### src/rtl/fifo_serializer_pkg.sv
// Shared types and sizing helpers for the FIFO-to-serial shifter.
// Imported by the top level and the bit timer.
package fifo_serializer_pkg;

    typedef enum logic [1:0] {
        IDLE,
        POP,
        CAPTURE,
        SHIFT
    } ser_state_t;

    // Counter width for a modulus n, never narrower than one bit.
    function automatic int ser_cnt_w(input int n);
        int w;
        w = $clog2(n);
        return (w < 1) ? 1 : w;
    endfunction

endpackage

### src/rtl/fifo_serializer_if.sv
// FIFO read port and serial output bundle seen by the serializer.
// The master side is the serializer; the slave side is the FIFO plus line driver.
interface fifo_serializer_if #(
    parameter int WIDTH = 8
);

    logic             fifo_empty;
    logic [WIDTH-1:0] fifo_data;
    logic             rd_en;
    logic             ser_out;
    logic             ser_valid;
    logic             ser_last;

    modport master (
        input  fifo_empty,
        input  fifo_data,
        output rd_en,
        output ser_out,
        output ser_valid,
        output ser_last
    );

    modport slave (
        output fifo_empty,
        output fifo_data,
        input  rd_en,
        input  ser_out,
        input  ser_valid,
        input  ser_last
    );

endinterface

### src/rtl/fifo_serializer_bit_timer.sv
// Bit-period divider: counts 0..CLKS_PER_BIT-1 while running and flags the
// terminal count, which is where the serializer advances to the next bit.
module bit_timer
    import fifo_serializer_pkg::*;
#(
    parameter int CLKS_PER_BIT = 4
) (
    input  logic clk,
    input  logic rstn,
    input  logic clr,
    input  logic run,
    output logic tick
);

    localparam int                CNT_W    = ser_cnt_w(CLKS_PER_BIT);
    localparam logic [CNT_W-1:0]  CNT_LAST = CNT_W'(CLKS_PER_BIT - 1);

    logic [CNT_W-1:0] cnt;

    // With CLKS_PER_BIT == 1 the counter sits at zero and every run cycle ticks.
    assign tick = run && (cnt == CNT_LAST);

    // NOTE: reset is synchronous, so it is just the highest-priority branch
    // inside a plain posedge-clk block; rstn is not in the sensitivity list.
    always_ff @(posedge clk) begin
        if (!rstn || clr) begin
            cnt <= '0;
        end else if (run) begin
            cnt <= (cnt == CNT_LAST) ? '0 : cnt + 1'b1;
        end
    end

endmodule

### src/rtl/fifo_serializer.sv
// Pops words from a FIFO read port and shifts them out MSB first, each bit
// held for CLKS_PER_BIT clocks, with valid/last framing strobes.
module fifo_serializer
    import fifo_serializer_pkg::*;
#(
    parameter int WIDTH        = 8,
    parameter int CLKS_PER_BIT = 4
) (
    input  logic               clk,
    input  logic               rstn,
    input  logic               en,
    output logic               busy,
    fifo_serializer_if.master  sif
);

    localparam int               BIT_W      = $clog2(WIDTH);
    localparam logic [BIT_W-1:0] BIT_LAST   = BIT_W'(WIDTH - 1);
    localparam logic [BIT_W-1:0] BIT_PENULT = BIT_W'(WIDTH - 2);

    ser_state_t       state;
    logic [BIT_W-1:0] bit_cnt;
    // The current bit lives in ser_out_q, so only the remaining bits are held here.
    logic [WIDTH-2:0] shreg;
    logic             rd_en_q;
    logic             ser_out_q;
    logic             ser_valid_q;
    logic             ser_last_q;
    logic             tick;

    bit_timer #(
        .CLKS_PER_BIT (CLKS_PER_BIT)
    ) u_bit_timer (
        .clk  (clk),
        .rstn (rstn),
        .clr  (state == CAPTURE),
        .run  (state == SHIFT),
        .tick (tick)
    );

    // NOTE: all state and registered outputs update with non-blocking
    // assignments so every branch sees the values from before this edge.
    always_ff @(posedge clk) begin
        if (!rstn) begin
            state       <= IDLE;
            bit_cnt     <= '0;
            shreg       <= '0;
            rd_en_q     <= 1'b0;
            ser_out_q   <= 1'b0;
            ser_valid_q <= 1'b0;
            ser_last_q  <= 1'b0;
        end else begin
            case (state)
                IDLE: begin
                    if (en && !sif.fifo_empty) begin
                        state   <= POP;
                        rd_en_q <= 1'b1;
                    end
                end
                POP: begin
                    state   <= CAPTURE;
                    rd_en_q <= 1'b0;
                end
                CAPTURE: begin
                    shreg       <= sif.fifo_data[WIDTH-2:0];
                    ser_out_q   <= sif.fifo_data[WIDTH-1];
                    ser_valid_q <= 1'b1;
                    ser_last_q  <= 1'b0;
                    bit_cnt     <= '0;
                    state       <= SHIFT;
                end
                SHIFT: begin
                    if (tick) begin
                        if (bit_cnt == BIT_LAST) begin
                            state       <= IDLE;
                            ser_out_q   <= 1'b0;
                            ser_valid_q <= 1'b0;
                            ser_last_q  <= 1'b0;
                        end else begin
                            ser_out_q  <= shreg[WIDTH-2];
                            shreg      <= shreg << 1;
                            bit_cnt    <= bit_cnt + 1'b1;
                            ser_last_q <= (bit_cnt == BIT_PENULT);
                        end
                    end
                end
                default: state <= IDLE;
            endcase
        end
    end

    assign sif.rd_en     = rd_en_q;
    assign sif.ser_out   = ser_out_q;
    assign sif.ser_valid = ser_valid_q;
    assign sif.ser_last  = ser_last_q;
    assign busy          = (state != IDLE);

endmodule

### src/flat_wrapper.sv
// flat-port wrapper written by rule: the top's interface ports become plain ports
module fifo_serializer_flat import fifo_serializer_pkg::*;
#(
    parameter int WIDTH        = 8,
    parameter int CLKS_PER_BIT = 4
)
  (clk, rstn, en, busy, sif_fifo_empty, sif_fifo_data, sif_rd_en, sif_ser_out, sif_ser_valid, sif_ser_last);
  fifo_serializer_if #(.WIDTH(WIDTH)) sif_i ();
  input  logic clk;
  input  logic rstn;
  input  logic en;
  output logic busy;
  input wire logic [$bits(sif_i.fifo_empty)-1:0] sif_fifo_empty;
  input wire logic [$bits(sif_i.fifo_data)-1:0] sif_fifo_data;
  output wire logic [$bits(sif_i.rd_en)-1:0] sif_rd_en;
  output wire logic [$bits(sif_i.ser_out)-1:0] sif_ser_out;
  output wire logic [$bits(sif_i.ser_valid)-1:0] sif_ser_valid;
  output wire logic [$bits(sif_i.ser_last)-1:0] sif_ser_last;
  assign sif_i.fifo_empty = sif_fifo_empty;
  assign sif_i.fifo_data = sif_fifo_data;
  assign sif_rd_en = sif_i.rd_en;
  assign sif_ser_out = sif_i.ser_out;
  assign sif_ser_valid = sif_i.ser_valid;
  assign sif_ser_last = sif_i.ser_last;
  fifo_serializer #(.WIDTH(WIDTH), .CLKS_PER_BIT(CLKS_PER_BIT)) u_core (.clk(clk), .rstn(rstn), .en(en), .busy(busy), .sif(sif_i));
endmodule
### config.mk
export PLATFORM = sky130hd
export DESIGN_NAME = fifo_serializer_flat
export DESIGN_NICKNAME = d
export VERILOG_FILES = /design/src/rtl/fifo_serializer_pkg.sv /design/src/rtl/fifo_serializer_if.sv /design/src/rtl/fifo_serializer_bit_timer.sv /design/src/rtl/fifo_serializer.sv /design/src/flat_wrapper.sv
export SDC_FILE = /design/constraint.sdc
export NUM_CORES = 1
export LEC_CHECK = 0
export ABC_AREA = 1
export BUFFER_PORTS_ARGS = -buffer_cell sky130_fd_sc_hd__buf_2
export CAP_MARGIN = 5
export CORE_MARGIN = 5
export CORE_UTILIZATION = 54
export CTS_CLUSTER_DIAMETER = 40
export DETAILED_ROUTE_END_ITERATION = 12
export GPL_ROUTABILITY_DRIVEN = 0
export PLACE_DENSITY = 0.83
export SETUP_SLACK_MARGIN = 0.5
export SYNTH_ARGS = -nofsm -noshare
export SYNTH_HDL_FRONTEND = slang
export SYNTH_SLANG_ARGS = --single-unit
### constraint.sdc
create_clock -name clk -period 1.75 [get_ports clk]
set_input_delay 0.175 -clock clk [delete_from_list [all_inputs] [get_ports clk]]
set_output_delay 0.175 -clock clk [all_outputs]
set_load 0.02 [all_outputs]
# ---- Word-level counts from Yosys, hierarchy flattened
# Cells that the tools add are included.
dict set report word_totals {
  reg_bits 18
  in_bits 12
  elab_cells 56
}
dict set report classes {
  add_sub_neg 2
  eq_ne 10
  mux 22
  reduce_logical 14
}
# op count
set ops {}
lappend ops {{7-bit two-way mux} 2}
lappend ops {{7-bit case mux with 2 select lines} 1}
lappend ops {{3-bit AND reduction} 3}
lappend ops {{2-bit two-way mux} 4}
lappend ops {{1-bit case mux with 2 select lines} 4}
lappend ops {{2-bit case mux with 4 select lines} 1}
lappend ops {{1-bit two-way mux} 7}
lappend ops {{2-bit equality test, second input constant} 3}
lappend ops {{3-bit equality test, second input constant} 2}
lappend ops {{3-bit two-way mux} 2}
lappend ops {{2-bit by 1-bit inequality test with 1-bit output, second input constant} 3}
lappend ops {{3-bit case mux with 2 select lines} 1}
lappend ops {{2-bit nonzero test} 3}
lappend ops {{2-bit AND reduction} 2}
lappend ops {{3-bit by 1-bit adder with 3-bit output, second input constant} 1}
lappend ops {{2-bit by 1-bit adder with 2-bit output, second input constant} 1}
lappend ops {{2-bit by 1-bit equality test with 1-bit output, second input constant} 1}
lappend ops {{1-bit logical AND} 2}
lappend ops {{1-bit zero test} 2}
lappend ops {{2-bit zero test} 1}
lappend ops {{2-bit inequality test, second input constant} 1}
lappend ops {{1-bit logical OR} 1}

# ---- Longest topological paths before layout
dict set report depth {
  ltp_word 4
  ltp_mapped 9
  depth_no_buf 8
}

# ---- By module
# From an unflattened synthesis, not the netlist that was laid out.
dict set report hier_totals {
  hier_cells 142
  hier_area_um2 989.7
}
# mod instances cells_per_inst area_per_inst_um2 seq_area_each_um2
set modules_own_cells {}
lappend modules_own_cells {fifo_serializer 1 126 880.8 320.3}
lappend modules_own_cells {bit_timer 1 16 108.9 40.0}

# ---- Least setup slack after synthesis
# OpenSTA, ideal clock, no wires.
dict set report synth_timing {
  path_type {reg2reg}
  startpoint {register u_core.bit_cnt[0]}
  endpoint {register u_core.shreg[2]}
  setup_ns 0.113
  arrival_time_ns 1.184
  slack_ns 0.453
  path_stages_with_launch 8
  path_buffers 1
  synth_period_minus_slack_ns 1.297
  path_cell_list {dfxtp_1 > ha_1 > ha_1 > nand2_2 > nand3_4 > buf_6 > nor2_1 > nor2_1}
}
dict set report synth_via {
  elab_chain_cells 3
}
# element line_no
set synth_rtl {}
lappend synth_rtl {{from (decl)} fifo_serializer.sv:21} ;# logic [BIT_W-1:0] bit_cnt;
lappend synth_rtl {{from (signal assigned)} fifo_serializer.sv:81} ;# bit_cnt <= bit_cnt + 1'b1;
lappend synth_rtl {{3-bit equality test} fifo_serializer.sv:73} ;# if (bit_cnt == BIT_LAST) begin
lappend synth_rtl {{2-bit inequality test (no line)} n/a}
lappend synth_rtl {{3-bit AND reduction (no line)} n/a}
lappend synth_rtl {{to (signal assigned)} fifo_serializer.sv:64} ;# shreg <= sif.fifo_data[WIDTH-2:0];
lappend synth_rtl {{to (signal assigned)} fifo_serializer.sv:80} ;# shreg <= shreg << 1;
lappend synth_rtl {{to (decl)} fifo_serializer.sv:23} ;# logic [WIDTH-2:0] shreg;
# Every way passes these cells.
# A chain may end at the register's enable or synchronous reset.

# ---- Worst setup path in the final report
dict set report layout_timing {
  startpoint {register u_core.state[1]}
  endpoint {register u_core.bit_cnt[2]}
}
dict set report layout_via {
  elab_chain_cells 4
  elab_cells_between_ends 8
  cone_classes {eq/ne (4); mux (1); reduce/logical (3)}
}
# element line_no
set layout_rtl {}
lappend layout_rtl {{from (decl)} fifo_serializer.sv:20} ;# ser_state_t state;
lappend layout_rtl {{from (signal assigned)} fifo_serializer.sv:44} ;# state <= IDLE;
lappend layout_rtl {{from (signal assigned)} fifo_serializer.sv:55} ;# state <= POP;
lappend layout_rtl {{from (signal assigned)} fifo_serializer.sv:60} ;# state <= CAPTURE;
lappend layout_rtl {{2-bit equality test} {fifo_serializer.sv:36, fifo_serializer.sv:52}}
lappend layout_rtl {{1-bit logical AND} fifo_serializer_bit_timer.sv:21} ;# assign tick = run && (cnt == CNT_LAST);
lappend layout_rtl {{2-bit by 1-bit inequality test with 1-bit output (no line)} n/a}
lappend layout_rtl {{3-bit AND reduction (no line)} n/a}
# Parallel ways exist; a longest one is shown, timed or not.

==> impl_table.tex <==
\begin{tabular}{lr}
\hline
Metric & Value \\
\hline
\multicolumn{2}{l}{\textbf{Synth}} \\
Mux contribution to synthesized area & 0.009467 \\
Syn. warnings & 0 \\
Synthesized netlist net count & 177 \\
Area contributors post-synth & sky130\_fd\_sc\_hd\_\_dfxtp\_1 34\%, sky130\_fd\_sc\_hd\_\_nand2\_1 14\%, sky130\_fd\_sc\_hd\_\_nor2\_1 12\%, sky130\_fd\_sc\_hd\_\_ha\_1 12\%, sky130\_fd\_sc\_hd\_\_inv\_1 6.4\% \\
Most common library cells after synthesis & 40 x sky130\_fd\_sc\_hd\_\_nand2\_1, 34 x sky130\_fd\_sc\_hd\_\_nor2\_1, 18 x sky130\_fd\_sc\_hd\_\_dfxtp\_1, 18 x sky130\_fd\_sc\_hd\_\_inv\_1, 10 x sky130\_fd\_sc\_hd\_\_ha\_1 \\
Combinational family with the most area after synthesis & simple AND/OR/NAND/NOR gates \\
Count leader, synth & sky130\_fd\_sc\_hd\_\_nand2\_1 \\
Most area-hungry cell type in the Yosys netlist & sky130\_fd\_sc\_hd\_\_dfxtp\_1 \\
Async set-or-reset flop fraction in the synthesized netlist & 0 \\
Adder-cell share of the synthesized area & 0.1183 \\
Count of cell types in the netlist & 21 \\
Post-synthesis cell count & 155 \\
Number of flops mapped to enable cells by yosys & 0 \\
Xor/xnor share of the synthesized area & 0 \\
Share of Yosys cell area claimed by the top area cell type & 0.3408 \\
Synthesized flop and latch total & 18 \\
Most frequently used flop master after synthesis & sky130\_fd\_sc\_hd\_\_dfxtp\_1 \\
Post-synthesis simple-gate area fraction & 0.3349 \\
Netlist area before placement & 1057 um2 \\
Mapped Avg Cell Area & 6.821 um2 \\
Fraction of the mapped netlist area in compound gates & 0.08284 \\
Seq/Total Area, Yosys & 0.3408 \\
\multicolumn{2}{l}{\textbf{Place}} \\
DP Worst Slack & 0.2450 ns \\
Detailed placement HPWL & 1517 um \\
Placement-stage cell area & 1136 um2 \\
Number of buffer cells added on primary ports & 16 \\
Total instance count after detailed placement & 192 \\
\multicolumn{2}{l}{\textbf{Final layout}} \\
Final Core Density & 0.7454 \\
FILL cells & 143 \\
Synthesis-to-finish area growth & 35.50\% \\
Net total in the final layout & 201 \\
Fin area & 1433 um2 \\
Layout cells sized above 1 & 0.3371 \\
Count of placed standard cells in the final layout, fillers left out & 205 \\
Final antenna diode count & 0 \\
\multicolumn{2}{l}{\textbf{STA}} \\
Slew Viols, Final & 0 \\
Worst relative slew slack & 0.7937 \\
Final count of hold timing violations & 0 \\
Post-layout minimum cycle time & 1.325 ns \\
Final worst setup slack & 0.4249 ns \\
Minimum hold slack & 0.2120 ns \\
RSZ-0062 raised after global routing & yes \\
Fin Clk Skew & 0.0006902 ns \\
Final setup violation count & 0 \\
Total negative slack for setup checks & 0 ns \\
Final Cycle Share & 0.7572 \\
Top achievable clock speed & 754.7 MHz \\
Worst-Margin Slew & 0.3094 ns \\
\multicolumn{2}{l}{\textbf{Critical path}} \\
Beginning of the worst register-to-register path & u\_core.state[1]\$\_SDFFE\_PN0P\_ \\
Required time of the critical path & 1.96 ns \\
Kind of capture point of the worst setup path & register \\
Crit path kind & reg2reg \\
Worst Setup Start Kind & register \\
CP Max Fanout & 7 \\
Worst setup startpoint & u\_core.state[1]\$\_SDFFE\_PN0P\_ \\
Worst path arrival time & 1.53 ns \\
\multicolumn{2}{l}{\textbf{Global routing}} \\
Number of global-route vias before repair & 942 \\
Largest net degree at the start of global routing & 18 \\
GRT Util Overall & 0.1853 \\
Global-route wire length before repair & 3960 um \\
Total overflow reported by the global router & 0 \\
Initial antenna violation count & 0 \\
\multicolumn{2}{l}{\textbf{Power}} \\
Leakage power figure & 0.6881 nW \\
Pwr dens & 1586 nW/um2 \\
Worst IR Drop VDD & 1.033 mV \\
Total power & 2.272 mW \\
\multicolumn{2}{l}{\textbf{Floorplan}} \\
Initial Util & 0.5501 \\
Die ar. & 2943 um2 \\
Top Ports & 17 \\
Die outline height & 54.25 um \\
Core region area & 1922 um2 \\
Chip width & 54.25 um \\
FP Rows & 16 \\
\multicolumn{2}{l}{\textbf{Routing}} \\
DRC violation count after routing & 0 \\
Via count of the routed design & 1,044 \\
Pre-antenna DRT Iters & 6 \\
Vias per std cell & 5.093 \\
Number of DRC violations after detailed-routing iteration 0 & 17 \\
Drt wl/cell & 12.72 um \\
Detailed-route wire length & 2607 um \\
Antenna viol nets, final & 0 \\
\multicolumn{2}{l}{\textbf{Clock network}} \\
Clock tree from TritonCTS & built \\
Clock tree sinks & 18 \\
Later-pin clock latency in the skew report & 0.30 ns \\
Cell at the root of the clock tree & sky130\_fd\_sc\_hd\_\_clkbuf\_4 \\
Deepest level of the CTS H-tree & 1 \\
Total clock buffers created by CTS & 3 \\
Max Root-Sink Buffers & 2 \\
Clock Pin Slew Worst Setup and Hold Paths & 0.10 ns \\
\multicolumn{2}{l}{\textbf{Flow run}} \\
\# Max-Cap Violations & 0 \\
\multicolumn{2}{l}{\textbf{Hold path}} \\
Path type of the worst min-delay path & in2reg \\
Min-Delay Startpoint & sif\_fifo\_data[1] \\
\multicolumn{2}{l}{\textbf{Status}} \\
Outcome & complete, no violations \\
\hline
\end{tabular}
-- kinds of logic after synthesis --
logic type               after synthesis
AND/OR/NAND/NOR                       85
adder cells (fa/ha/maj)               10
flip-flops                            18
buffers and inverters                 25
AO/OA/AOI/OAI                         16
multiplexers                           1
-- repair_timing --
action / CTS / global route
buffers inserted: 5 / 3
hold buffers: 0 / 0
setup endpoints to repair: 16 / 17
gates resized for setup: 27 / 23
cloned: 1 / 0
pin swaps: 3 / 8
-- cell usage in the layout, fill, tap and decap left out, types with 3 or more instances in the layout --
cell type,count
sky130_fd_sc_hd__ha_4,6
sky130_fd_sc_hd__clkbuf_4,3
sky130_fd_sc_hd__dfxtp_1,14
sky130_fd_sc_hd__a21oi_1,3
sky130_fd_sc_hd__o21ai_0,5
sky130_fd_sc_hd__nand2_4,3
sky130_fd_sc_hd__buf_2,15
sky130_fd_sc_hd__nand2_1,38
sky130_fd_sc_hd__o21ai_1,3
sky130_fd_sc_hd__buf_4,6
sky130_fd_sc_hd__ha_1,3
sky130_fd_sc_hd__nand3_1,6
sky130_fd_sc_hd__inv_2,3
sky130_fd_sc_hd__inv_1,12
sky130_fd_sc_hd__nor2_1,31
-- sequential cells by signal (all words and copies together) (netlist names) --
name / count
u_core.shreg: 7
u_core.sif.ser_valid: 1
u_core.state: 2
u_core.sif.ser_out: 1
u_core.sif.ser_last: 1
u_core.u_bit_timer.cnt: 2
u_core.bit_cnt: 3
u_core.sif.rd_en: 1
-- final timing paths --
check | end | slack (ns) | depth (start not counted)
min | u_core.shreg[1]$_SDFFE_PN0P_ | 0.21 | 5
min reg2reg | u_core.sif.ser_valid$_SDFFE_PN0P_ | 0.51 | 2
max reg2reg | u_core.bit_cnt[2]$_SDFFE_PN0P_ | 0.42 | 6
max | u_core.bit_cnt[2]$_SDFFE_PN0P_ | 0.42 | 6
-- power breakdown --
group	total, mW	leakage [nW]	internal [mW]	switching (mW)
clock	0.259	0.0210	0.127	0.132
sequential	0.711	0.150	0.574	0.136
combinational	1.30	0.517	0.557	0.745
total	2.27	0.688	1.26	1.01
-- area by class of cell --
cell class                 instances  area, um2  area share
clock buffer                       4      36.28     0.02533
inverter                          19      91.34     0.06376
multi-input combinational        113      738.2      0.5153
sequential                        18      370.4      0.2585
tap                               27      33.78     0.02358
timing repair buffer              24      162.7      0.1135
-- routing by layer --
| metal | track usage | vias to the layer above | wire, um |
|---|---|---|---|
| li1 | - | 527 | - |
| met1 | 0.2265 | 485 | 1094 |
| met2 | 0.3127 | 28 | 1343 |
| met3 | 0.06267 | 4 | 136 |
| met4 | 0.04149 | 0 | 31 |
| met5 | 0 | - | 0 |
-- worst max-delay path, cell delays in order (launching register included) --
cell and delay [ns]:
sky130_fd_sc_hd__dfxtp_4 0.43, sky130_fd_sc_hd__ha_4 0.27, sky130_fd_sc_hd__nand2_1 0.13, sky130_fd_sc_hd__o21ai_4 0.14
sky130_fd_sc_hd__nand3_1 0.14, sky130_fd_sc_hd__nand2_1 0.09, sky130_fd_sc_hd__nor2_1 0.04
(Power assumes the default switching activity.)
